$ cat config.mk
export PLATFORM = sky130hd
export DESIGN_NAME = scan_sel_mux_flat
export DESIGN_NICKNAME = d
export VERILOG_FILES = /design/src/rtl/scan_sel_mux_pkg.sv /design/src/rtl/scan_sel_mux_if.sv /design/src/rtl/scan_sel_mux_next_en_ch.sv /design/src/rtl/scan_sel_mux.sv /design/src/flat_wrapper.sv
export SDC_FILE = /design/constraint.sdc
export NUM_CORES = 1
export LEC_CHECK = 0
export CAP_MARGIN = 20
export CORE_AREA = 3 3 231 233
export DETAILED_ROUTE_END_ITERATION = 8
export DIE_AREA = 0 0 234 236
export GPL_TIMING_DRIVEN = 0
export PLACE_DENSITY = 0.53
export SYNTH_ARGS = -nofsm -noshare
export SYNTH_HDL_FRONTEND = slang
export SYNTH_HIERARCHICAL = 1
export SYNTH_SLANG_ARGS = --single-unit
$ cat constraint.sdc
create_clock -name clk -period 16.7 [get_ports clk]
set_clock_uncertainty 0.2 [all_clocks]
set_input_delay 2.505 -clock clk [delete_from_list [all_inputs] [get_ports clk]]
set_output_delay 2.505 -clock clk [all_outputs]
set_load 0.03 [all_outputs]
$ cat src/rtl/scan_sel_mux_pkg.sv
// Shared mode encoding, default geometry and index helper for the scan selector.
// Latency: none (declarations only).
// Backpressure: not applicable.
package scan_mux_pkg;

  // Operating modes, 2-bit encoding covers every value
  typedef enum logic [1:0] {
    MODE_MANUAL = 2'b00,
    MODE_AUTO   = 2'b01,
    MODE_STEP   = 2'b10,
    MODE_FREEZE = 2'b11
  } mode_e;

  // Default geometry matches the legacy 16-to-1, 32-bit debug mux
  localparam int DEF_WIDTH    = 32;
  localparam int DEF_CHANNELS = 16;
  localparam int DEF_DWELL_W  = 26;

  // Modular channel arithmetic: (base + off) wrapped into 0..n-1
  function automatic int wrap_add(input int base, input int off, input int n);
    return (base + off) % n;
  endfunction

endpackage

$ cat src/rtl/scan_sel_mux_if.sv
// Bundle of control, data and result signals between the debug taps and the selector.
// Latency: none (wires only).
// Backpressure: none; the selector samples every cycle.
interface scan_sel_mux_if #(
  parameter int WIDTH    = 32,
  parameter int CHANNELS = 16,
  parameter int DWELL_W  = 26,
  parameter int SEL_W    = $clog2(CHANNELS)
);

  logic [1:0]               mode;
  logic [SEL_W-1:0]         s;
  logic [CHANNELS-1:0]      en_mask;
  logic [DWELL_W-1:0]       dwell;
  logic                     step;
  logic [CHANNELS*WIDTH-1:0] data;
  logic [WIDTH-1:0]         o;
  logic [SEL_W-1:0]         ch;
  logic                     upd;

  // Source side: drives mode/select/data, observes the selected word
  modport master (
    output mode, s, en_mask, dwell, step, data,
    input  o, ch, upd
  );

  // Selector side: consumes controls and data, produces the registered word
  modport slave (
    input  mode, s, en_mask, dwell, step, data,
    output o, ch, upd
  );

endinterface

$ cat src/rtl/scan_sel_mux_next_en_ch.sv
// Wrap-around priority search: first enabled channel after cur (cur itself is the last candidate).
// Latency: purely combinational.
// Backpressure: none.
module next_en_ch
  import scan_mux_pkg::*;
#(
  parameter int CHANNELS = 16,
  parameter int SEL_W    = $clog2(CHANNELS)
) (
  input  logic [SEL_W-1:0]    i_cur,
  input  logic [CHANNELS-1:0] i_en_mask,
  output logic [SEL_W-1:0]    o_nxt,
  output logic                o_found
);

  // Doubling the mask lets a plain right shift express the wrap: after shifting
  // by cur+1, bit j of the low half is the enable of channel (cur+1+j) mod N.
  logic [2*CHANNELS-1:0] w_dbl;
  logic [2*CHANNELS-1:0] w_rot_full;
  logic [CHANNELS-1:0]   w_rot;
  int                    w_off;
  logic                  w_any;

  assign w_dbl      = {i_en_mask, i_en_mask};
  assign w_rot_full = w_dbl >> (int'(i_cur) + 1);
  assign w_rot      = w_rot_full[CHANNELS-1:0];

  // Lowest set bit of the rotated mask is the nearest enabled channel forward of cur
  always_comb begin
    w_off = 0;
    w_any = 1'b0;
    for (int j = CHANNELS - 1; j >= 0; j--) begin
      if (w_rot[j]) begin
        w_off = j;
        w_any = 1'b1;
      end
    end
  end

  // Convert the forward offset back to an absolute index; hold cur when nothing is enabled
  always_comb begin
    o_nxt   = i_cur;
    o_found = w_any;
    if (w_any) begin
      o_nxt = SEL_W'(wrap_add(int'(i_cur), w_off + 1, CHANNELS));
    end
  end

endmodule

$ cat src/rtl/scan_sel_mux.sv
// Registered N-channel word selector with manual, auto-scan, single-step and freeze modes.
// Latency: one cycle from s/data/step to o/ch/upd; mode acts in the cycle it is presented.
// Backpressure: none; o/ch/upd refresh every non-freeze cycle, freeze holds them.
module scan_sel_mux
  import scan_mux_pkg::*;
#(
  parameter int WIDTH    = DEF_WIDTH,
  parameter int CHANNELS = DEF_CHANNELS,
  parameter int DWELL_W  = DEF_DWELL_W,
  parameter int SEL_W    = $clog2(CHANNELS)
) (
  input  logic           clk,
  input  logic           rst,
  scan_sel_mux_if.slave  bus
);

  localparam int unsigned          CH_U    = CHANNELS;
  localparam logic [DWELL_W-1:0]   CNT_ONE = {{(DWELL_W-1){1'b0}}, 1'b1};

  mode_e               w_mode;
  logic                w_s_valid;
  logic                w_step_rise;
  logic                w_expired;
  logic [SEL_W-1:0]    w_nxt;
  logic                w_found;
  logic [SEL_W-1:0]    w_ch_next;
  logic [DWELL_W-1:0]  w_cnt_next;
  logic [WIDTH-1:0]    w_sel_word;

  logic [SEL_W-1:0]    r_ch;
  logic [WIDTH-1:0]    r_o;
  logic                r_upd;
  logic [DWELL_W-1:0]  r_cnt;
  logic                r_step_q;

  assign w_mode      = mode_e'(bus.mode);
  // A select beyond the last channel is ignored rather than aliased
  assign w_s_valid   = (32'(bus.s) < CH_U);
  assign w_step_rise = bus.step & ~r_step_q;
  // Compared against the live dwell, so a mid-count change takes effect at once
  assign w_expired   = (r_cnt == bus.dwell);

  // One search engine shared by auto-scan and single-step
  next_en_ch #(
    .CHANNELS (CHANNELS),
    .SEL_W    (SEL_W)
  ) u_next_en_ch (
    .i_cur     (r_ch),
    .i_en_mask (bus.en_mask),
    .o_nxt     (w_nxt),
    .o_found   (w_found)
  );

  // Next channel and dwell count from the current mode
  always_comb begin
    w_ch_next  = r_ch;
    w_cnt_next = '0;
    case (w_mode)
      MODE_MANUAL: begin
        if (w_s_valid) begin
          w_ch_next = bus.s;
        end
      end
      MODE_AUTO: begin
        if (w_expired) begin
          if (w_found) begin
            w_ch_next = w_nxt;
          end
        end else begin
          w_cnt_next = r_cnt + CNT_ONE;
        end
      end
      MODE_STEP: begin
        if (w_step_rise && w_found) begin
          w_ch_next = w_nxt;
        end
      end
      MODE_FREEZE: begin
        w_ch_next = r_ch;
      end
      default: begin
        w_ch_next = r_ch;
      end
    endcase
  end

  // Word slice for the channel that will be shown next, so o and ch stay coherent
  always_comb begin
    w_sel_word = bus.data[int'(w_ch_next)*WIDTH +: WIDTH];
  end

  // Dwell counter and step edge history; the counter is zero outside auto-scan
  // (freeze included) so every entry into auto-scan starts a full dwell
  always_ff @(posedge clk) begin
    if (rst) begin
      r_cnt    <= '0;
      r_step_q <= 1'b0;
    end else begin
      r_cnt    <= w_cnt_next;
      r_step_q <= bus.step;
    end
  end

  // Channel, word and change strobe; freeze holds the display and drops the strobe
  always_ff @(posedge clk) begin
    if (rst) begin
      r_ch  <= '0;
      r_o   <= '0;
      r_upd <= 1'b0;
    end else if (w_mode != MODE_FREEZE) begin
      r_ch  <= w_ch_next;
      r_o   <= w_sel_word;
      r_upd <= (w_ch_next != r_ch);
    end else begin
      r_upd <= 1'b0;
    end
  end

  assign bus.o   = r_o;
  assign bus.ch  = r_ch;
  assign bus.upd = r_upd;

endmodule
$ cat src/flat_wrapper.sv
// flat-port wrapper written by rule: the top's interface ports become plain ports
module scan_sel_mux_flat import scan_mux_pkg::*;
#(
  parameter int WIDTH    = DEF_WIDTH,
  parameter int CHANNELS = DEF_CHANNELS,
  parameter int DWELL_W  = DEF_DWELL_W,
  parameter int SEL_W    = $clog2(CHANNELS)
)
  (clk, rst, bus_mode, bus_s, bus_en_mask, bus_dwell, bus_step, bus_data, bus_o, bus_ch, bus_upd);
  scan_sel_mux_if #(.WIDTH(WIDTH), .CHANNELS(CHANNELS), .DWELL_W(DWELL_W), .SEL_W(SEL_W)) bus_i ();
  input  logic clk;
  input  logic rst;
  input wire logic [$bits(bus_i.mode)-1:0] bus_mode;
  input wire logic [$bits(bus_i.s)-1:0] bus_s;
  input wire logic [$bits(bus_i.en_mask)-1:0] bus_en_mask;
  input wire logic [$bits(bus_i.dwell)-1:0] bus_dwell;
  input wire logic [$bits(bus_i.step)-1:0] bus_step;
  input wire logic [$bits(bus_i.data)-1:0] bus_data;
  output wire logic [$bits(bus_i.o)-1:0] bus_o;
  output wire logic [$bits(bus_i.ch)-1:0] bus_ch;
  output wire logic [$bits(bus_i.upd)-1:0] bus_upd;
  assign bus_i.mode = bus_mode;
  assign bus_i.s = bus_s;
  assign bus_i.en_mask = bus_en_mask;
  assign bus_i.dwell = bus_dwell;
  assign bus_i.step = bus_step;
  assign bus_i.data = bus_data;
  assign bus_o = bus_i.o;
  assign bus_ch = bus_i.ch;
  assign bus_upd = bus_i.upd;
  scan_sel_mux #(.WIDTH(WIDTH), .CHANNELS(CHANNELS), .DWELL_W(DWELL_W), .SEL_W(SEL_W)) u_core (.clk(clk), .rst(rst), .bus(bus_i));
endmodule
# After elaboration in Yosys (flattened, before gate mapping)
# Index checks and enable logic that the tools add are counted.
# Widths: inputs -> output; s select.
dict set report word_totals {
  ramBits 0
  n_memories 0
  reg_bits 64
  latch_bits 0
  input_bits 563
  out_inout_bits 37
  rom_bits 0
}
dict set report classes {
  shift 2
  mux 37
  n_reduce_logical 4
  n_addsub 4
  mul 0
  n_lt_le_gt_ge 0
  bitwise_logic 4
  div 0
  eq_ne 6
}
# op count
set ops {}
lappend ops {{$shiftx 512x10->32} 1}
lappend ops {{$mux 4} 20}
lappend ops {{$shr 32x32->16} 1}
lappend ops {{$add 26x1->26 const B} 1}
lappend ops {{$eq 26x26->1} 1}
lappend ops {{$mux 1} 16}
lappend ops {{$pmux 4 s4} 1}
lappend ops {{$add 4x1->5 const B} 1}
lappend ops {{$add 4x2->4 const B} 1}
lappend ops {{$add 4x4->4} 1}
lappend ops {{$eq 2x2->1 const B} 2}
lappend ops {{$ne 4x4->1} 1}
lappend ops {{$not 1->1} 3}
lappend ops {{$reduce_or 3->1} 1}
lappend ops {{$eq 2x1->1 const B} 1}
lappend ops {{$logic_not 2->1} 1}
lappend ops {{$ne 2x2->1 const B} 1}
lappend ops {{$reduce_or 2->1} 1}
lappend ops {{$and 1x1->1} 1}
lappend ops {{$logic_and 1x1->1} 1}

# Depth between registers and ports, before layout
# Gate-level depths: netlist of run 1.
dict set report depth {
  ltp_word 25
  depth_mapped 27
}

# Hierarchy
# The synthesis of run 1 kept the hierarchy.
# mod instances cells_per_inst area_each_um2
set by_module_without_submodules {}
lappend by_module_without_submodules {scan_sel_mux 1 1201 7830.0}
lappend by_module_without_submodules {next_en_ch 1 137 1333.8}

# Least setup slack after synthesis of run 1
# Ideal clock, no wire load.
dict set report synth_path {
  path_type {input -> register}
  from {input bus_en_mask[7]}
  to {register u_core.r_o[10], in the netlist u_core/bus.o[10]}
  arrival_time_ps 6834
  path_slack_ps 9586
  cell_stages 23
  cell_sequence {mux4_1 > mux4_2 > or2_2 > nor2_1 > nand3_1 > o2111a_1 > ha_1 > nor2b_1 > o21ai_0 > nand2b_1 > a21o_2 > a22o_1 > a21oi_1 > nor2_1 > a21oi_1 > nor2_1 > a31oi_1 > nand2_1 > and3_1 > clkbuf_1 > clkbuf_1 > a211o_1 > a211oi_2}
}
dict set report synth_between {
  elab_chain_len 24
}
# element line
set synth_lines {}
lappend synth_lines {{from (decl)} flat_wrapper.sv:15} ;# input wire logic [$bits(bus_i.en_mask)-1:0] bus_en_mask;
lappend synth_lines {{$shr 32x32->16 (*)} scan_sel_mux_next_en_ch.sv:25} ;# assign w_rot_full = w_dbl >> (int'(i_cur) + 1);
lappend synth_lines {{$mux 4 (16 in a row)} scan_sel_mux_next_en_ch.sv:33} ;# if (w_rot[j]) begin
lappend synth_lines {{$add 4x2->4} scan_sel_mux_next_en_ch.sv:45} ;# o_nxt = SEL_W'(wrap_add(int'(i_cur), w_off + 1, CHANNELS));
lappend synth_lines {{$add 4x4->4} scan_sel_mux_pkg.sv:21} ;# return (base + off) % n;
lappend synth_lines {{$mux 4 (*)} scan_sel_mux_next_en_ch.sv:44} ;# if (w_any) begin
lappend synth_lines {{via u_core.w_nxt[3]} scan_sel_mux.sv:24} ;# logic [SEL_W-1:0] w_nxt;
lappend synth_lines {{$mux 4} scan_sel_mux.sv:66} ;# if (w_found) begin
lappend synth_lines {{$mux 4} scan_sel_mux.sv:65} ;# if (w_expired) begin
lappend synth_lines {{$pmux 4 s4 (*)} scan_sel_mux.sv:58} ;# case (w_mode)
lappend synth_lines {{$shiftx 512x10->32 (*)} scan_sel_mux.sv:89} ;# w_sel_word = bus.data[int'(w_ch_next)*WIDTH +: WIDTH];
lappend synth_lines {{to (signal assigned)} scan_sel_mux.sv:112} ;# r_o <= w_sel_word;
lappend synth_lines {{to (decl)} scan_sel_mux.sv:31} ;# logic [WIDTH-1:0] r_o;
# The timed path passes the listed nets; every way through them passes the cells marked *.
# A chain may end at the register's enable or synchronous reset.

# Worst setup path after layout of run 1
dict set report layout_path {
  from {input bus_en_mask[4]}
  to {register u_core.r_o[17], in the netlist u_core/bus.o[17]}
}
# The elaborated chain is that of the path after synthesis.

==> qor.txt, run 1 <==
status -> finished, final reports clean
Fin. Hold Viols -> 0
vias in the first global route -> 13,300
pwr dens -> 64.7 nW/um2
pre-CTS setup slack -> 7.51 ns
share of cells above drive strength 1 -> 0.102
fillers -> 5,622
R2R setup slack -> 9.54 ns
nature of the critical path endpoint -> register
antenna viol nets, final -> 0
r2r startpoint -> u_core/bus.ch[2]
first-pass GRT wire length -> 95,400 um
top post-synthesis cells by area -> nand2_1, dfxtp_1, a31o_2
I/O Buffers -> 598
total number of vias -> 13,000
crit path launch -> bus_en_mask[4]
worst setup margin -> 7.85 ns
Mapped Cells -> 1,338
count leader, synth -> nand2_1
Die X -> 234 um
critical path's largest stage delay -> 0.93 ns
post-synthesis sequential area ratio -> 0.140
Peak supply drop -> 36.0 uV
clk buf depth -> 2
share of synthesized registers carrying an async set or reset -> 0
arrival time worst endpoint -> 8.85 ns
Commonest cells post-synth -> nand2_1, nor2_1, and3_1, a211oi_1
CP max stage cell -> buf_1
RSZ-0062 raised after global routing -> no
top cell type's share of synthesized area -> 0.166
clock latency on the worst-skew pair -> 0.36 ns
Max Cap Viol -> 0
Final Max Tran Viols -> 0
I/O Pins -> 600
Final min period -> 8.85 ns
Die H -> 236 um
CP max FO -> 10
setup_tns -> 0 ns
antenna violations before repair -> 11
Max Clock Freq -> 113 MHz
mapped cell area -> 9160 um2
Synth area leader -> nand2_1
Pleak -> 0.00641 uW
cts bufs inserted -> 9
Unique masters post-synth -> 68
hpwl dp -> 57,900 um
measured slew at the worst slew-check pin -> 1.20 ns
# Post-CTS Setup Buffers -> 0
Sink Count -> 64
nets@finish -> 2,515
H-tree level count -> 3
Worst Path Required -> 16.70 ns
DRT iter0 DRCs -> 1,017
Post-route DRC -> 0
Slew headroom -> 0.201
root buf cell -> clkbuf_16
synth warn -> 6
GP Congestion -> 0.915
Vias per Instance -> 4.93
WHS Endpoint -> u_core/r_cnt[0]
critical path startpoint category -> input pin
delay-heaviest family, CP -> buffers and inverters
largest net degree at the start of global routing -> 14
Placement Rows -> 83
Post-synth EDFFs -> 0
CTS tree -> yes
Reg clk slew, reported paths -> 0.07 ns
worst hold path class -> reg -> reg
wire per inst -> 26.3 um
CP cell instances -> clkdlybuf4s50_1 -> mux4_1 -> mux2_2 -> o21ai_0 -> a21bo_2 -> o311ai_0 -> o221ai_1 -> ha_1 -> fa_1 -> mux2i_1 -> nor2_1 -> a21oi_1 -> o22a_1 -> nand3_2 -> buf_2 -> buf_2 -> buf_1 -> nand3_1 -> o21ai_0 -> a211oi_2
depth of the worst hold-timing path -> 1
TritonRoute pass-1 iters -> 5
post_cts resized -> 0
CP bufs+invs -> 4
Final Cycle Share -> 0.530
r2r worst-path depth -> 21
Area growth, synth to finish -> 78.1%
routed wire length -> 69,300 um
post-cts hold buffer count -> 0
Net Count, Synth -> 1,906
Initial Utilization -> 0.178
flops & latches, synth -> 64
kind of critical path -> in -> reg
cell area after layout -> 16,300 um2
hold_sp -> u_core/r_cnt[0]
Avg Cell Area, Syn -> 6.85 um2
setup violators final -> 0
ys flop type -> dfxtp_1
Placed Area -> 16,000 um2
Global Route Usage Sum -> 0.240
die area -> 55,200 um2
core area -> 51,400 um2
Worst R2R End -> u_core/bus.o[17]
total grt overflow -> 0
## kinds of logic after synthesis
group | after synthesis | synth area share
DFF | 64 | 0.140
buffers and inverters | 138 | 0.0737
AOI/OAI and AO/OA | 365 | 0.324
adders and majority gates | 5 | 0.00765
xor gates and xnor gates | 55 | 0.0526
and+or+nand+nor | 669 | 0.323
muxes | 42 | 0.0796
## cells in the final DEF, fill, tap and decap left out, drive strengths merged, types with 15 or more instances in the layout
master           n
clkdlybuf4s50  598
nand2          407
a211oi          97
nor2            87
and3            72
clkbuf          71
buf             66
a31o            65
dfxtp           64
nand3           53
a21oi           42
xnor2           40
o21ai           40
a211o           35
a22o            33
a32o            32
mux4            20
nand4           15
xor2            15
## state kept, by name, indices dropped and copies added (netlist names)
| name | flops |
|---|---|
| u_core/bus.o | 32 |
| u_core/r_cnt | 26 |
| u_core/bus.ch | 4 |
| u_core/bus.upd | 1 |
| u_core/r_step_q | 1 |
## worst register-to-register path: cells and delay by family (launching register included)
family,cells,cell delay [ns]
AOI/OAI and AO/OA,8,1.35
adders and majority gates,2,0.74
buffers and inverters,4,2.40
DFF,1,0.54
muxes,3,1.13
and+or+nand+nor,4,0.65
## report_power, final
| group | internal (uW) | total [uW] | switching [uW] | leakage, uW |
|---|---|---|---|---|
| combinational | 305 | 674 | 369 | 0.00575 |
| sequential | 167 | 176 | 8.90 | 0.000527 |
| clock | 117 | 205 | 87.7 | 0.000139 |
## metrics by stage
stage	hold WS (ns)	power (uW)	cells	util
6_report	0.311	1060	2637	0.317
5_1_grt	0.363	1120	2637	0.317
4_1_cts	0.312	1060	2632	0.317
3_5_place_dp	0.298	851	2616	0.311
3_3_place_gp	0.300	850	2616	0.311
2_1_floorplan	0.248	515	1338	-
## worst max path at each step
stage / endpoint / depth (start not counted)
2_1_floorplan: u_core/bus.o[10] / 23
3_3_place_gp: u_core/bus.o[17] / 21
3_5_place_dp: u_core/bus.o[17] / 21
4_1_cts: u_core/bus.o[17] / 20
5_1_grt: u_core/bus.o[17] / 22
6_report: u_core/bus.o[17] / 20
## layer usage
layer  GRT usage  part of all wire  vias up
met1       0.288              0.40     6252
met2       0.440              0.51      585
met3      0.0444             0.066       72
li1            -                 -     6092
met4      0.0525             0.021        2
met5           0           0.00019        -
## layout make-up
| type | count | area, um2 | area share |
|---|---|---|---|
| well taps | 680 | 851 | 0.0521 |
| flip-flops and latches | 64 | 1280 | 0.0785 |
| clock buffers | 9 | 225 | 0.0138 |
| clock inverters | 7 | 78.8 | 0.00483 |
| inverters | 10 | 37.5 | 0.00230 |
| plain buffers | 128 | 638 | 0.0391 |
| repair buffers | 598 | 5990 | 0.367 |
| diodes | 5 | 12.5 | 0.000767 |
| multi-input cells | 1136 | 7210 | 0.442 |
No activity file was read; power rests on OpenSTA's default activity.
==> run 2, diff against run 1 <==
--- a/config.mk
+++ b/config.mk
@@ -6,9 +6,9 @@
 export NUM_CORES = 1
 export LEC_CHECK = 0
 export CAP_MARGIN = 20
-export CORE_AREA = 3 3 231 233
+export CORE_AREA = 3 3 233 235
 export DETAILED_ROUTE_END_ITERATION = 8
-export DIE_AREA = 0 0 234 236
+export DIE_AREA = 0 0 236 238
 export GPL_TIMING_DRIVEN = 0
 export PLACE_DENSITY = 0.53
 export SYNTH_ARGS = -nofsm -noshare
==> constraint.sdc (replaced) <==
create_clock -name clk -period 8.75 [get_ports clk]
set_clock_uncertainty 0.2 [all_clocks]
set_input_delay 1.3125 -clock clk [delete_from_list [all_inputs] [get_ports clk]]
set_output_delay 1.3125 -clock clk [all_outputs]
set_load 0.03 [all_outputs]
==> qor.txt, run 2 (same netlist as run 1, synthesis figures left out) <==
Max Clock Freq -> 127 MHz
routed wire length -> 69,400 um
Final min period -> 7.88 ns
first-pass GRT wire length -> 94,700 um
Global Route Usage Sum -> 0.232
die area -> 56,200 um2
Max Cap Viol -> 0
Reg clk slew, reported paths -> 0.06 ns
total power -> 2030 uW
Peak supply drop -> 107 uV
r2r worst-path depth -> 22
clk buf depth -> 2
measured slew at the worst slew-check pin -> 1.09 ns
clock latency on the worst-skew pair -> 0.36 ns
# Post-CTS Setup Buffers -> 0
post_cts resized -> 0
most frequent cells in the layout -> clkdlybuf4s50_1, nand2_1, nor2_1
setup violators final -> 0
status -> finished, final reports clean
R2R setup slack -> 1.40 ns
Logic pwr share -> 0.644
Final Max Tran Viols -> 0
net switching share of the total power -> 0.445
H-tree level count -> 3
CP max FO -> 10
critical path startpoint category -> input pin
sequential power share -> 0.167
I/O Pins -> 600
WHS Endpoint -> u_core/r_cnt[0]
wire per inst -> 26.3 um
CP cell instances -> clkdlybuf4s50_1 -> mux4_1 -> mux2i_1 -> o21ai_0 -> a31o_2 -> o21bai_1 -> a21boi_0 -> o221ai_1 -> ha_1 -> mux2i_1 -> nand2b_1 -> nand4b_1 -> nor4_1 -> a221oi_2 -> nand2_2 -> buf_4 -> buf_2 -> buf_1 -> nand2_1 -> nand2_1 -> o21ai_0 -> a211oi_2
root buf cell -> clkbuf_16
TritonRoute pass-1 iters -> 6
setup_tns -> 0 ns
hold_sp -> u_core/r_cnt[0]
Worst Path Required -> 8.75 ns
max FFs per register -> 32
CP bufs+invs -> 4
Slew headroom -> 0.275
depth of the worst hold-timing path -> 1
Worst R2R End -> u_core/bus.o[19]
delay-heaviest family, CP -> compound AO/OA/AOI/OAI gates
pwr dens -> 124 nW/um2
GP Congestion -> 0.913
Sink Count -> 64
CTS tree -> yes
total grt overflow -> 0
critical path's largest stage delay -> 0.63 ns
Area growth, synth to finish -> 78.1%
Fin. Hold Viols -> 0
Die X -> 236 um
I/O Buffers -> 598
P_int -> 1120 uW
arrival time worst endpoint -> 7.88 ns
vias in the first global route -> 13,100
RSZ-0062 raised after global routing -> no
total number of vias -> 13,100
DRT iter0 DRCs -> 991
antenna violations before repair -> 9
Initial Utilization -> 0.175
post-cts hold buffer count -> 0
switching pwr -> 903 uW
largest net degree at the start of global routing -> 14
worst hold path class -> reg -> reg
Die H -> 238 um
Final Cycle Share -> 0.900
Pleak -> 0.00641 uW
hpwl dp -> 57,400 um
kind of critical path -> in -> reg
CP max stage cell -> mux4_1
clock share of power -> 0.189
Vias per Instance -> 4.95
commonest non-fill, non-tap cell in the layout -> clkdlybuf4s50_1
cts bufs inserted -> 9
Placement Rows -> 84
nets@finish -> 2,515
core area -> 52,400 um2
nature of the critical path endpoint -> register
antenna viol nets, final -> 0
share of cells above drive strength 1 -> 0.102
r2r startpoint -> u_core/bus.ch[2]
Post-route DRC -> 0
[run 2: metal layers]
metal / GRT usage / routed length [um] / share of wire / vias to the layer above
li1: - / - / - / 6081
met4: 0.0618 / 1550 / 0.022 / 6
met2: 0.419 / 34900 / 0.50 / 611
met3: 0.0370 / 4050 / 0.058 / 79
met5: 0 / 46 / 0.00066 / -
met1: 0.285 / 28900 / 0.42 / 6308
[run 2: final cells by class]
cell class	count	area, um2
antenna	3	7.51
buffer	128	638
clock buffer	9	225
clock inverter	7	78.8
fill	5647	36100
inverter	10	37.5
multi-input combinational	1136	7210
sequential	64	1280
tap	688	861
timing repair buffer	598	5990
[run 2: worst register-to-register path: stages (launching register included)]
cell	delay [ns]
dfxtp_1	0.58
clkbuf_1	0.50
mux4_1	0.48
mux2i_1	0.44
o21ai_0	0.19
a31o_2	0.28
o21bai_1	0.18
a21boi_0	0.16
o221ai_1	0.31
ha_1	0.29
mux2i_1	0.22
nand2b_1	0.16
nand4b_1	0.12
nor4_1	0.07
a221oi_2	0.58
nand2_2	0.31
buf_4	0.32
buf_2	0.25
buf_1	0.50
nand2_1	0.29
nand2_1	0.10
o21ai_0	0.51
a211oi_2	0.15
[run 2: power groups by stage]
stage	Combinational, uW	Sequential, uW	Clock, uW
finish	1310	338	384
global route	1380	342	411
CTS	1300	338	400
detailed placement	1300	344	0
global placement	1290	344	0
floorplan	589	395	0
[run 2: how the worst max path moves through the flow]
| stage | from | end | slack, ns | depth (start not counted) |
|---|---|---|---|---|
| floorplan | bus_en_mask[7] | u_core/bus.o[10] | 2.83 | 23 |
| global placement | bus_en_mask[10] | u_core/bus.o[19] | 0.48 | 22 |
| detailed placement | bus_en_mask[10] | u_core/bus.o[19] | 0.55 | 22 |
| CTS | bus_en_mask[10] | u_core/bus.o[19] | 0.88 | 22 |
| global route | bus_en_mask[9] | u_core/bus.o[19] | 0.50 | 22 |
| finish | bus_en_mask[10] | u_core/bus.o[19] | 0.87 | 22 |
[run 2: through the flow]
step                worst slack, ns  cell area, um2   util  hold slack (ns)  std cells
floorplan                      2.83            9160      -            0.248       1338
global placement              0.475           16000  0.305            0.294       2624
detailed placement            0.547           16000  0.305            0.290       2624
CTS                           0.880           16300  0.311            0.304       2640
global route                  0.496           16300  0.311            0.347       2643
finish                        0.871           16300  0.311            0.296       2643
